`config.mk`:
```
export PLATFORM = sky130hd
export DESIGN_NAME = mem_dma_copy
export DESIGN_NICKNAME = d
export VERILOG_FILES = /design/src/rtl/mem_dma_pkg.sv /design/src/rtl/mem_dma_watchdog.sv /design/src/rtl/mem_dma_copy.sv
export SDC_FILE = /design/constraint.sdc
export NUM_CORES = 1
export LEC_CHECK = 0
export ABC_AREA = 1
export CAP_MARGIN = 5
export CORE_MARGIN = 8
export CORE_UTILIZATION = 41
export CTS_CLUSTER_SIZE = 28
export DETAILED_ROUTE_END_ITERATION = 10
export PLACE_DENSITY_LB_ADDON = 0.2
export SLEW_MARGIN = 15
export SYNTH_ARGS = -nofsm -noshare
export SYNTH_HDL_FRONTEND = slang
export SYNTH_SLANG_ARGS = --single-unit
```
`constraint.sdc`:
```
create_clock -name clk -period 6.59 [get_ports clk]
set_input_delay 1.6475 -clock clk [delete_from_list [all_inputs] [get_ports clk]]
set_output_delay 1.6475 -clock clk [all_outputs]
set_load 0.005 [all_outputs]
```
`src/rtl/mem_dma_pkg.sv`:
```
// Shared types and constants for the memory-to-memory word copy engine.
package mem_dma_pkg;

   typedef enum logic [1:0] {
      IDLE   = 2'd0,
      READ   = 2'd1,
      WRITE  = 2'd2,
      FINISH = 2'd3
   } state_e;

   localparam int unsigned WORD_BYTES = 2;
   localparam int unsigned CNT_W      = 16;
   localparam logic [1:0]  BE_FULL    = 2'b11;
   localparam logic [1:0]  BE_NONE    = 2'b00;

endpackage

```
`src/rtl/mem_dma_watchdog.sv`:
```
// Response watchdog: counts cycles of an outstanding request and flags expiry
// after LIMIT cycles. Only instantiated when MEM_DMA_TIMEOUT_EN is defined.
module mem_dma_watchdog #(
   parameter int unsigned LIMIT = 1024
) (
   input  logic clk,
   input  logic rst,
   input  logic clear_i,
   input  logic run_i,
   output logic expired_o
);

   localparam int unsigned CNT_W = $clog2(LIMIT + 1);

   logic [CNT_W-1:0] cnt_q, cnt_d;
   logic             expired_q, expired_d;

   // Saturating count; the flag rises in the LIMIT-th outstanding cycle.
   always_comb begin
      cnt_d     = cnt_q;
      expired_d = 1'b0;
      if (clear_i) begin
         cnt_d = '0;
      end else if (run_i) begin
         if (cnt_q != CNT_W'(LIMIT - 1)) begin
            cnt_d = cnt_q + CNT_W'(1);
         end
         expired_d = (cnt_d == CNT_W'(LIMIT - 1));
      end
   end

   always_ff @(posedge clk or posedge rst) begin
      if (rst) begin
         cnt_q     <= '0;
         expired_q <= 1'b0;
      end else begin
         cnt_q     <= cnt_d;
         expired_q <= expired_d;
      end
   end

   assign expired_o = expired_q;

endmodule

```
`src/rtl/mem_dma_copy.sv`:
```
// Word-by-word block copy engine driving the 16-bit memory responder port.
// Optional response watchdog enabled by defining MEM_DMA_TIMEOUT_EN.
module mem_dma_copy
   import mem_dma_pkg::*;
#(
   parameter int unsigned ADDR_W         = 16,
   parameter int unsigned DATA_W         = 16,
   parameter int unsigned TIMEOUT_CYCLES = 1024
) (
   input  logic              clk,
   input  logic              rst,
   input  logic              start,
   input  logic [ADDR_W-1:0] src_addr,
   input  logic [ADDR_W-1:0] dst_addr,
   input  logic [CNT_W-1:0]  word_count,
   output logic              busy,
   output logic              done,
   output logic              error,
   output logic              mem_read,
   output logic              mem_write,
   output logic [1:0]        mem_byte_enable,
   output logic [ADDR_W-1:0] mem_address,
   output logic [DATA_W-1:0] mem_wdata,
   input  logic              mem_resp,
   input  logic [DATA_W-1:0] mem_rdata
);

   state_e            state_q, state_d;
   logic [ADDR_W-1:0] src_q, src_d;
   logic [ADDR_W-1:0] dst_q, dst_d;
   logic [CNT_W-1:0]  remaining_q, remaining_d;
   logic              busy_q, busy_d;
   logic              done_q, done_d;
   logic              error_q, error_d;
   logic              aborted_q, aborted_d;
   logic              rd_q, rd_d;
   logic              wr_q, wr_d;
   logic [1:0]        be_q, be_d;
   logic [ADDR_W-1:0] addr_q, addr_d;
   logic [DATA_W-1:0] wdata_q, wdata_d;
   logic              expired;
   logic              unused_addr_lsb;

   // Byte addresses are word-aligned on capture, so bit 0 never matters.
   assign unused_addr_lsb = src_addr[0] ^ dst_addr[0];

`ifdef MEM_DMA_TIMEOUT_EN
   logic wd_clear, wd_run;

   assign wd_clear = (state_d != state_q) && ((state_d == READ) || (state_d == WRITE));
   assign wd_run   = ((state_q == READ) || (state_q == WRITE)) && !mem_resp;

   mem_dma_watchdog #(
      .LIMIT     (TIMEOUT_CYCLES)
   ) u_watchdog (
      .clk       (clk),
      .rst       (rst),
      .clear_i   (wd_clear),
      .run_i     (wd_run),
      .expired_o (expired)
   );
`else
   localparam int unsigned unused_timeout_cycles = TIMEOUT_CYCLES;
   assign expired = 1'b0;
`endif

   // Next-state and registered-output logic; mem_wdata doubles as the word buffer.
   always_comb begin
      state_d     = state_q;
      src_d       = src_q;
      dst_d       = dst_q;
      remaining_d = remaining_q;
      busy_d      = busy_q;
      done_d      = 1'b0;
      error_d     = 1'b0;
      aborted_d   = aborted_q;
      rd_d        = rd_q;
      wr_d        = wr_q;
      be_d        = be_q;
      addr_d      = addr_q;
      wdata_d     = wdata_q;

      case (state_q)
         IDLE: begin
            if (start) begin
               src_d       = {src_addr[ADDR_W-1:1], 1'b0};
               dst_d       = {dst_addr[ADDR_W-1:1], 1'b0};
               remaining_d = word_count;
               busy_d      = 1'b1;
               aborted_d   = 1'b0;
               if (word_count == '0) begin
                  state_d = FINISH;
               end else begin
                  state_d = READ;
                  rd_d    = 1'b1;
                  addr_d  = {src_addr[ADDR_W-1:1], 1'b0};
               end
            end
         end

         READ: begin
            if (mem_resp) begin
               rd_d    = 1'b0;
               wr_d    = 1'b1;
               be_d    = BE_FULL;
               addr_d  = dst_q;
               wdata_d = mem_rdata;
               state_d = WRITE;
            end else if (expired) begin
               rd_d      = 1'b0;
               aborted_d = 1'b1;
               state_d   = FINISH;
            end
         end

         WRITE: begin
            if (mem_resp) begin
               wr_d        = 1'b0;
               be_d        = BE_NONE;
               src_d       = src_q + ADDR_W'(WORD_BYTES);
               dst_d       = dst_q + ADDR_W'(WORD_BYTES);
               remaining_d = remaining_q - CNT_W'(1);
               if (remaining_q == CNT_W'(1)) begin
                  state_d = FINISH;
               end else begin
                  state_d = READ;
                  rd_d    = 1'b1;
                  addr_d  = src_q + ADDR_W'(WORD_BYTES);
               end
            end else if (expired) begin
               wr_d      = 1'b0;
               be_d      = BE_NONE;
               aborted_d = 1'b1;
               state_d   = FINISH;
            end
         end

         FINISH: begin
            done_d  = 1'b1;
            error_d = aborted_q;
            busy_d  = 1'b0;
            state_d = IDLE;
         end

         default: state_d = IDLE;
      endcase
   end

   always_ff @(posedge clk or posedge rst) begin
      if (rst) begin
         state_q     <= IDLE;
         src_q       <= '0;
         dst_q       <= '0;
         remaining_q <= '0;
         busy_q      <= 1'b0;
         done_q      <= 1'b0;
         error_q     <= 1'b0;
         aborted_q   <= 1'b0;
         rd_q        <= 1'b0;
         wr_q        <= 1'b0;
         be_q        <= BE_NONE;
         addr_q      <= '0;
         wdata_q     <= '0;
      end else begin
         state_q     <= state_d;
         src_q       <= src_d;
         dst_q       <= dst_d;
         remaining_q <= remaining_d;
         busy_q      <= busy_d;
         done_q      <= done_d;
         error_q     <= error_d;
         aborted_q   <= aborted_d;
         rd_q        <= rd_d;
         wr_q        <= wr_d;
         be_q        <= be_d;
         addr_q      <= addr_d;
         wdata_q     <= wdata_d;
      end
   end

   assign busy            = busy_q;
   assign done            = done_q;
   assign error           = error_q;
   assign mem_read        = rd_q;
   assign mem_write       = wr_q;
   assign mem_byte_enable = be_q;
   assign mem_address     = addr_q;
   assign mem_wdata       = wdata_q;

endmodule

```
# ---- Yosys cells after proc, flatten, opt, wreduce, memory -nomap -nowiden
# Cells that the tools add are included.
dict set report word_totals {
  regBits 88
  inputBits 68
}
dict set report op_classes {
  n_mux 35
  n_addsub 3
  eq_ne 9
  reduce_logical 12
}
# operator count
set ops {}
lappend ops {{$mux W16} 11}
lappend ops {{$pmux W16 S2} 3}
lappend ops {{$pmux W16 S3} 1}
lappend ops {{$add A16 B2 Y16 const B} 2}
lappend ops {{$eq A16 B1 Y1 const B} 1}
lappend ops {{$logic_not A16 Y1} 1}
lappend ops {{$sub A16 B1 Y16 const B} 1}
lappend ops {{$mux W2} 7}
lappend ops {{$ne A2 B2 Y1 const B} 5}
lappend ops {{$reduce_and A3 Y1} 3}
lappend ops {{$mux W1} 8}
lappend ops {{$pmux W2 S4} 1}
lappend ops {{$reduce_and A6 Y1} 1}
lappend ops {{$reduce_bool A2 Y1} 3}
lappend ops {{$eq A2 B2 Y1 const B} 2}
lappend ops {{$pmux W1 S2} 2}
lappend ops {{$pmux W2 S2} 1}
lappend ops {{$reduce_and A2 Y1} 2}
lappend ops {{$pmux W1 S3} 1}
lappend ops {{$reduce_bool A3 Y1} 1}
lappend ops {{$eq A2 B1 Y1 const B} 1}
lappend ops {{$logic_not A2 Y1} 1}

# ---- Logic depth before layout (Yosys ltp)
# Gate-level depths: netlist of run 1.
dict set report depth {
  ltp_word 4
  depth_mapped 12
  mapped_depth_nobuf 11
}

# ---- Worst setup path after synthesis of run 1
# OpenSTA, ideal clock, no wires.
dict set report synth_timing {
  path_kind {in2reg}
  startpoint {in mem_resp}
  endpoint {reg dst_q[9]}
  path_slack_ps 4026
  arrival_ps 2445
  path_buffers 2
  path_stages 10
  path_cell_list {inv_1 -> nand2_1 -> nand2_1 -> inv_2 -> o21ai_2 -> buf_4 -> buf_4 -> nor2_1 -> o21ai_0 -> inv_1}
}
dict set report synth_via {
  elab_chain_len 2
}
# item line_no
set synth_lines {}
lappend synth_lines {{start, declared} mem_dma_copy.sv:24} ;# input logic mem_resp,
lappend synth_lines {{$ne A2 B2 Y1 (no source line)} -}
lappend synth_lines {{$reduce_and A3 Y1 (no source line)} -}
lappend synth_lines {{end signal, assigned} mem_dma_copy.sv:167} ;# dst_q <= dst_d;
lappend synth_lines {{end, declared} mem_dma_copy.sv:30} ;# logic [ADDR_W-1:0] dst_q, dst_d;
# No other way between the ends.
# A chain may end at the register's enable or synchronous reset.

# ---- Worst setup path after layout of run 1
dict set report layout_timing {
  startpoint {in mem_resp}
  endpoint {reg remaining_q[4]}
}
dict set report layout_via {
  elab_chain_len 2
}
# item line_no
set layout_lines {}
lappend layout_lines {{$ne A2 B2 Y1 (no source line)} -}
lappend layout_lines {{$reduce_and A3 Y1 (no source line)} -}
lappend layout_lines {{end signal, assigned} mem_dma_copy.sv:168} ;# remaining_q <= remaining_d;
lappend layout_lines {{end, declared} mem_dma_copy.sv:31} ;# logic [CNT_W-1:0] remaining_q, remaining_d;
# No other way between the ends.

==> flow_metrics.py, run 1 <==
metrics = {
    "status": {
        "run_status": "complete, no violations",
    },
    "floorplan": {
        "die-area_um2": 16100,
        "core_um2": 12000,
        "io_pins": 107,
        "die_h_um": 127,
        "rows": 40,
        "die_x_um": 127,
        "start_util_pct": 41.9,
    },
    "worst_setup_path": {
        "crit_type": "in -> reg",
        "required_ps": 6820,
        "start_kind": "input port",
        "worstPathArrival_ps": 3680,
        "critPathCaptureType": "flop",
        "cp_max_fo": 47,
    },
    "yosys": {
        "synthArstFlopShare_pct": 100,
        "yosys.area_share.simple_pct": 31.7,
        "postSynthCellCount": 730,
        "synth_edf_count": 0,
        "synth_top_family_by_area": "simple AND/OR/NAND/NOR gates",
        "synth_warnings": 0,
        "synth_top_area_cell": "dfrtp_1",
        "synthFlopType": "dfrtp_1",
        "synth-seq-area-share_pct": 41.7,
        "synthAdderAreaFrac_pct": 2.24,
        "syn-cell-area_um2": 5030,
        "synth-compound-area-share_pct": 14.1,
        "synthDominantCellAreaShare_pct": 41.7,
        "synth_common_cells": "nand2_1, nor2_1, dfrtp_1, inv_1, o21ai_0",
        "yosys_register_bits": 84,
        "synth.distinct_cells": 34,
        "synthesis.nets": 807,
        "synthMuxAreaShare_pct": 0,
        "ys_top_cells_by_area": "dfrtp_1, nand2_1, nor2_1",
        "postSynthAreaPerCell_um2": 6.90,
        "synth-xor-area-share_pct": 1.04,
        "synth.most_common_cell": "nand2_1",
    },
    "route": {
        "wl_per_cell_um": 14.6,
        "firstDrtPassIters": 4,
        "first_iter_violations": 284,
        "drcViolationCount": 0,
        "drt-vias-per-instance": 5.07,
        "ant_nets": 0,
        "finalWirelength_mm": 14.1,
        "via_count": 4901,
    },
    "placement": {
        "hpwlAfterDp_mm": 9.97,
        "dpl.cell_count": 950,
        "port_buffers": 103,
        "place_congestion": 0.896,
        "preCtsSetupSlack_ps": 2780,
    },
    "power_and_ir_drop": {
        "p_leak_uw": 0.00305,
        "power_uw": 3270,
        "irDropWorstVdd_mv": 0.270,
        "power_density_nw_per_um2": 511,
    },
    "clocking": {
        "cts_resized": 0,
        "clock_latency_ps": 350,
        "root_buffer": "clkbuf_16",
        "h-tree-depth": 3,
        "cts_num_sinks": 84,
        "hold_buffers": 0,
        "numCtsBuffers": 9,
        "cts_tree": "built",
        "cts_setup_buffers": 0,
        "clkSlewWorstSetupHoldPaths_ps": 70,
        "clock_path_buffers": 2,
    },
    "finish": {
        "drive_above_1_share_pct": 4.27,
        "finalNetCount": 891,
        "area_growth_pct": 27.0,
        "fin_cells": 966,
        "final_util_pct": 53.3,
        "nFillCells": 1190,
        "n_antenna_cell": 0,
    },
    "timing": {
        "slew_headroom_pct": 48.0,
        "finalSetupViolCount": 0,
        "slew_violations": 0,
        "fin_worst_skew_ps": 6.62,
        "rsz0062_at_grt": "no",
        "tightest_slew_ps": 780,
        "fin_crit_ps": 3450,
        "fin_tns_setup_ps": 0,
        "timing.final.hold_violations": 0,
        "fmax_mhz": 290,
        "setup_ws_ps": 3140,
        "period_share_pct": 52.3,
    },
    "global_routing": {
        "grt_pass1_wl_mm": 23.8,
        "grt_max_degree": 56,
        "grt_usage_pct": 18.1,
        "grt_overflow": 0,
        "grt_pass1_vias": 4982,
        "antenna_found_initial": 0,
    },
    "hold_path": {
        "hp-class": "reg -> reg",
    },
    "flow_run": {
        "cap_violations": 0,
    },
}
[layout make-up]
type | count | area, um2 | area share, %
Clock buffer | 10 | 239 | 3.74
Clock inverter | 6 | 70.1 | 1.10
Inverter | 72 | 272 | 4.24
Multi-Input combinational cell | 541 | 2480 | 38.7
Sequential cell | 84 | 2100 | 32.9
Tap cell | 147 | 184 | 2.88
Timing Repair Buffer | 106 | 1050 | 16.5
[critical path, cell delays in order]
cell and delay, ps:
clkdlybuf4s50_1 480, inv_1 70, nand2_1 60, nand2_1 60, inv_2 60, o21ai_2 40
buf_4 290, inv_2 570, o21ai_0 200, o2bb2ai_1 160
[worst paths after layout]
kind	from	to	slack [ps]	depth (start not counted)
setup / recovery	mem_resp	remaining_q[4]	3140	10
max in group asynchronous	rst	mem_address[0]	3830	3
setup reg to reg	state_q[0]	remaining_q[1]	3290	11
hold reg to reg	mem_wdata[15]	mem_wdata[15]	480	2
min in group asynchronous	rst	mem_address[15]	1640	2
hold / removal	mem_wdata[15]	mem_wdata[15]	480	2
[state kept, by name, summed over array words and instances, names as in the netlist]
name	cells
remaining_q	16
src_q	15
dst_q	15
state_q	2
mem_wdata	16
mem_read	1
busy	1
done	1
mem_byte_enable	1
mem_address	16
[per-stage QoR]
step / hold WS (ps) / instance area (um2)
after floorplan: 464 / 5030
after global placement: 461 / 6090
after detailed placement: 465 / 6090
after CTS: 488 / 6400
after global routing: 504 / 6400
final: 481 / 6400
[kinds of logic after synthesis]
group	Yosys count
other	1
AOI/OAI and AO/OA	129
buffers and inverters	105
adders and majority gates	9
DFF	84
and+or+nand+nor	396
xor gates and xnor gates	6
[layout by cell type, fill, tap and decap left out, types with 2 or more instances in the layout]
master	Yosys	layout
nand3b_1	3	3
nand4_1	6	6
nand2_1	233	233
clkbuf_16	0	9
nand3_1	32	32
ha_1	9	8
nor2_1	110	110
nor2_2	4	4
o22ai_1	7	7
o21ai_1	4	4
a31oi_1	2	2
inv_6	0	3
buf_4	7	3
clkdlybuf4s50_1	0	103
a22oi_1	12	12
inv_2	4	4
dfrtp_1	84	84
a21oi_1	43	43
inv_1	67	66
o21ai_0	54	54
xor2_1	5	5
o211ai_1	3	3
clkinv_2	0	2
nor3_1	4	4
[power breakdown]
part | switching (uW) | total (uW) | internal [uW]
logic | 1050 | 1740 | 686
registers | 213 | 996 | 784
clock network | 223 | 531 | 308
total | 1490 | 3270 | 1780
[layer usage]
metal  vias to the layer above  wire length, um  track usage, %
met2                       117             6760            30.6
li1                       2494                -               -
met4                         0              274            7.14
met1                      2270             6210            21.5
met5                         -                0               0
met3                        20              882            4.52
Note: power is estimated with default switching activity, not from simulation.
==> run 2, diff against run 1 <==
==> constraint.sdc (replaced) <==
create_clock -name clk -period 2.95 [get_ports clk]
set_input_delay 0.7375 -clock clk [delete_from_list [all_inputs] [get_ports clk]]
set_output_delay 0.7375 -clock clk [all_outputs]
set_load 0.005 [all_outputs]
==> run 2 against run 1 <==
Combinational power is 130% higher. Highest routed layer unchanged. Die area stayed put. Sequential share of layout area is 0.35 points lower. Flip-flop and latch count stayed put. First-iteration DRC count is 23% higher. Sequential power is 120% higher. Utilization is 0.57 points higher. Critical path depth stayed put. Non-clock buffer count is 9 higher.
==> flow_metrics.py, run 2 (synthesized netlist as in run 1, its figures left out) <==
metrics = {
    "route": {
        "drt-vias-per-instance": 5.11,
        "finalWirelength_mm": 14.0,
        "wl_per_cell_um": 14.4,
        "first_iter_violations": 349,
        "drcViolationCount": 0,
        "ant_nets": 0,
        "via_count": 4986,
        "firstDrtPassIters": 5,
    },
    "clocking": {
        "root_buffer": "clkbuf_16",
        "clock_path_buffers": 2,
        "cts_resized": 0,
        "clkSlewWorstSetupHoldPaths_ps": 60,
        "cts_tree": "built",
        "clock_latency_ps": 340,
        "cts_num_sinks": 84,
        "h-tree-depth": 3,
        "hold_buffers": 0,
        "cts_setup_buffers": 0,
        "numCtsBuffers": 9,
    },
    "global_routing": {
        "grt_pass1_vias": 5092,
        "grt_usage_pct": 17.8,
        "grt_max_degree": 47,
        "grt_overflow": 0,
        "grt_pass1_wl_mm": 23.6,
        "antenna_found_initial": 0,
    },
    "hold_path": {
        "hp-class": "reg -> reg",
    },
    "timing": {
        "finalSetupViolCount": 0,
        "rsz0062_at_grt": "no",
        "timing.final.hold_violations": 0,
        "slew_violations": 0,
        "tightest_slew_ps": 534,
        "fin_worst_skew_ps": 8.24,
        "slew_headroom_pct": 64.4,
        "fmax_mhz": 444,
        "period_share_pct": 76.4,
        "fin_tns_setup_ps": 0,
        "fin_crit_ps": 2250,
    },
    "floorplan": {
        "start_util_pct": 41.9,
        "rows": 40,
        "core_um2": 12000,
        "die_h_um": 127,
        "die-area_um2": 16100,
        "io_pins": 107,
        "die_x_um": 127,
    },
    "power_and_ir_drop": {
        "power_density_nw_per_um2": 1130,
        "netSwitchingFraction_pct": 45.3,
        "irDropWorstVdd_mv": 0.655,
        "power.internal_uw": 4010,
        "pwr-share-clk_pct": 15.0,
        "comb_power_share_pct": 54.6,
        "p_sw_uw": 3320,
        "seq_power_share_pct": 30.4,
        "p_leak_uw": 0.00309,
    },
    "worst_setup_path": {
        "worstPathArrival_ps": 2470,
        "path_delay_family": "buffers and inverters",
        "critPathCaptureType": "flop",
        "worstPathCellList": "inv_1 > ha_2 > nand2_1 > nand2_1 > inv_2 > o21ai_2 > buf_4 > a21oi_1 > o211ai_1 > o21ai_0",
        "required_ps": 3170,
        "worst-path-buf-inv": 3,
        "cp_max_fo": 46,
        "crit_slowest_cell": "ha_2",
        "crit_type": "reg -> reg",
        "start_kind": "flop",
        "timing.critical_path.mode_cell": "nand2_1",
        "slowest_delay_ps": 520,
        "rrSetupSlack_ps": 700,
    },
    "status": {
        "run_status": "complete, no violations",
    },
    "finish": {
        "final_util_pct": 53.8,
        "drive_above_1_share_pct": 5.07,
        "mostFrequentLayoutCell": "nand2_1",
        "mostFrequentLayoutCells": "nand2_1, nor2_1, clkdlybuf4s50_1",
        "regArea_um2": 2100,
        "multiInputGateArea_um2": 2480,
        "area_growth_pct": 28.4,
        "n_antenna_cell": 0,
        "finalNetCount": 900,
        "nFillCells": 1169,
    },
    "placement": {
        "place_congestion": 0.902,
        "port_buffers": 103,
        "hpwlAfterDp_mm": 10.3,
    },
    "flow_run": {
        "cap_violations": 0,
    },
}
[run 2: path summary, 6_finish.rpt]
kind	from	end	cells after the start
worst max register to register	state_q[0]	remaining_q[5]	10
min in group asynchronous	rst	mem_address[15]	2
worst max-delay path	state_q[0]	remaining_q[5]	10
max in group asynchronous	rst	src_q[2]	3
worst min register to register	mem_wdata[15]	mem_wdata[15]	2
worst min-delay path	mem_wdata[15]	mem_wdata[15]	2
[run 2: power by group through the flow]
stage / Sequential (uW) / Combinational [uW] / Clock, uW
floorplan: 2140 / 2770 / 0
global placement: 2210 / 3920 / 0
detailed placement: 2230 / 4000 / 0
CTS: 2220 / 4020 / 1140
global route: 2310 / 4550 / 1180
finish: 2230 / 4000 / 1100
[run 2: area by class of cell]
type / count / share of cell area, %
Multi-Input combinational cell: 541 / 38.3
Timing Repair Buffer: 115 / 17.7
Sequential cell: 84 / 32.5
Tap cell: 147 / 2.84
Inverter: 72 / 4.20
Clock buffer: 11 / 3.60
Clock inverter: 5 / 0.813
[run 2: per-layer routing]
layer	global-route usage, %	vias up	wire [um]
li1	-	2508	-
met1	21.4	2299	6130
met2	28.8	150	6540
met3	5.45	29	988
met4	7.56	0	377
met5	0	-	0
[run 2: tightest hold or removal path: stages (launching register included)]
cell     delay [ps]
dfrtp_1         340
nand2_1          50
nand2_1          50
[run 2: metrics by stage]
stage	total power (uW)	cells	worst slack [ps]	hold WS, ps	instance area [um2]
2_1_floorplan	4910	730	47.4	464	5030
3_3_place_gp	6120	959	509	461	6180
3_5_place_dp	6230	959	477	464	6180
4_1_cts	7380	975	702	482	6460
5_1_grt	8040	975	484	500	6460
6_report	7340	975	697	476	6460
==> run 3, diff against run 2 <==
==> constraint.sdc (replaced) <==
create_clock -name clk -period 2.1 [get_ports clk]
set_input_delay 0.525 -clock clk [delete_from_list [all_inputs] [get_ports clk]]
set_output_delay 0.525 -clock clk [all_outputs]
set_load 0.005 [all_outputs]
==> run 3 against run 2 <==
Combinational power is 49% higher. Power grew 47%. Maximum frequency is 19% higher. Cell area up 2.4%. Flip-flop and latch count stayed put. Routed wire length is 0.56% higher. Worst setup slack worse by 490 ps. Clock skew decreased by 3.2 ps. Non-clock buffer count grew 11. Clock-buffer cell count up 1. Register-to-register slack lost 490 ps. Largest cell class unchanged.
==> flow_metrics.py, run 3 (synthesized netlist as in run 1, its figures left out) <==
metrics = {
    "route": {
        "finalWirelength_mm": 14.1,
        "drt-vias-per-instance": 5.07,
        "wl_per_cell_um": 14.3,
        "drcViolationCount": 0,
        "firstDrtPassIters": 5,
        "ant_nets": 0,
        "first_iter_violations": 372,
        "via_count": 4992,
    },
    "finish": {
        "final_util_pct": 55.1,
        "mostFrequentLayoutCell": "nand2_1",
        "fin_cells": 984,
        "n_antenna_cell": 0,
        "mostFrequentLayoutCells": "nand2_1, nor2_1, clkdlybuf4s50_1",
        "finalNetCount": 911,
        "area_growth_pct": 31.5,
        "nFillCells": 1138,
        "drive_above_1_share_pct": 6.09,
    },
    "clocking": {
        "clock_path_buffers": 2,
        "clock_latency_ps": 340,
        "h-tree-depth": 3,
        "hold_buffers": 0,
        "cts_setup_buffers": 0,
        "clkSlewWorstSetupHoldPaths_ps": 60,
        "root_buffer": "clkbuf_16",
        "cts_resized": 0,
        "numCtsBuffers": 9,
        "cts_tree": "built",
        "cts_num_sinks": 84,
    },
    "worst_setup_path": {
        "worstPathArrival_ps": 2150,
        "critPathCaptureType": "flop",
        "crit_type": "reg -> reg",
        "cp_max_fo": 11,
        "required_ps": 2350,
        "start_kind": "flop",
    },
    "floorplan": {
        "die_h_um": 127,
        "die-area_um2": 16100,
        "io_pins": 107,
        "start_util_pct": 41.9,
        "core_um2": 12000,
        "rows": 40,
        "die_x_um": 127,
    },
    "placement": {
        "hpwlAfterDp_mm": 10.7,
        "dpl.cell_count": 970,
        "port_buffers": 103,
        "place_congestion": 0.909,
    },
    "timing": {
        "fin_tns_setup_ps": 0,
        "fmax_mhz": 527,
        "rsz0062_at_grt": "no",
        "timing.final.hold_violations": 0,
        "fin_crit_ps": 1900,
        "period_share_pct": 90.4,
        "finalSetupViolCount": 0,
        "slew_violations": 0,
        "fin_worst_skew_ps": 5.01,
    },
    "global_routing": {
        "grt_usage_pct": 18.4,
        "antenna_found_initial": 0,
        "grt_pass1_vias": 5099,
        "grt_max_degree": 45,
        "grt_pass1_wl_mm": 24.3,
        "grt_overflow": 0,
    },
    "power_and_ir_drop": {
        "power_density_nw_per_um2": 1630,
        "p_leak_uw": 0.00317,
        "irDropWorstVdd_mv": 0.767,
    },
    "flow_run": {
        "cap_violations": 0,
    },
    "status": {
        "run_status": "complete, no violations",
    },
    "hold_path": {
        "hp-class": "reg -> reg",
    },
}
run 3: changes by cell type in the layout (fill, tap and decap cells not counted):
cell,change
buf_12,+4
buf_4,+7
bufinv_16,+1
clkbuf_8,+1
clkinv_2,-4
run 3: path summary, 6_finish.rpt:
path	startpoint	endpoint	slack, ps	cells past startpoint
min in group asynchronous	rst	mem_wdata[15]	600	3
max in group asynchronous	rst	mem_address[5]	1230	3
worst min-delay path	mem_wdata[1]	mem_wdata[1]	480	2
worst min register to register	mem_wdata[1]	mem_wdata[1]	480	2
worst max-delay path	state_q[0]	src_q[12]	200	10
worst max register to register	state_q[0]	src_q[12]	200	10
run 3: metal layers:
layer / GRT usage, % / vias up / wire length [um]
met2: 30.5 / 139 / 6750
li1: - / 2529 / -
met1: 22.1 / 2305 / 6150
met3: 6.16 / 19 / 964
met4: 5.81 / 0 / 250
met5: 0 / - / 0
run 3: critical path, stage by stage (launching register included):
cell	delay [ps]
dfrtp_1	400
inv_1	130
ha_2	320
nand2_1	80
nand2_1	80
inv_2	40
o21ai_2	130
buf_4	280
buf_4	150
a21oi_1	40
a22oi_1	180
run 3: where the power goes:
group,switching (uW),internal (uW)
Clock,627,1060
Sequential,665,2460
Combinational,3410,2550
run 3: area by class of cell:
class                           count  area [um2]  share of cell area, %
Clock buffer                       12         246                   3.72
Tap cell                          147         184                   2.78
Timing Repair Buffer              126        1280                   19.3
Inverter                           72         274                   4.14
Sequential cell                    84        2100                   31.7
Multi-Input combinational cell    541        2480                   37.4
Clock inverter                      2        60.1                  0.907
run 3: stage by stage:
step	power (uW)	instance area, um2	setup WS (ps)	hold slack [ps]
after floorplan	6900	5040	489	464
after global routing	11800	6620	50.9	498
final	10800	6620	202	478
after CTS	10900	6620	178	484
after global placement	8970	6310	19.5	461
after detailed placement	9130	6310	9.18	465
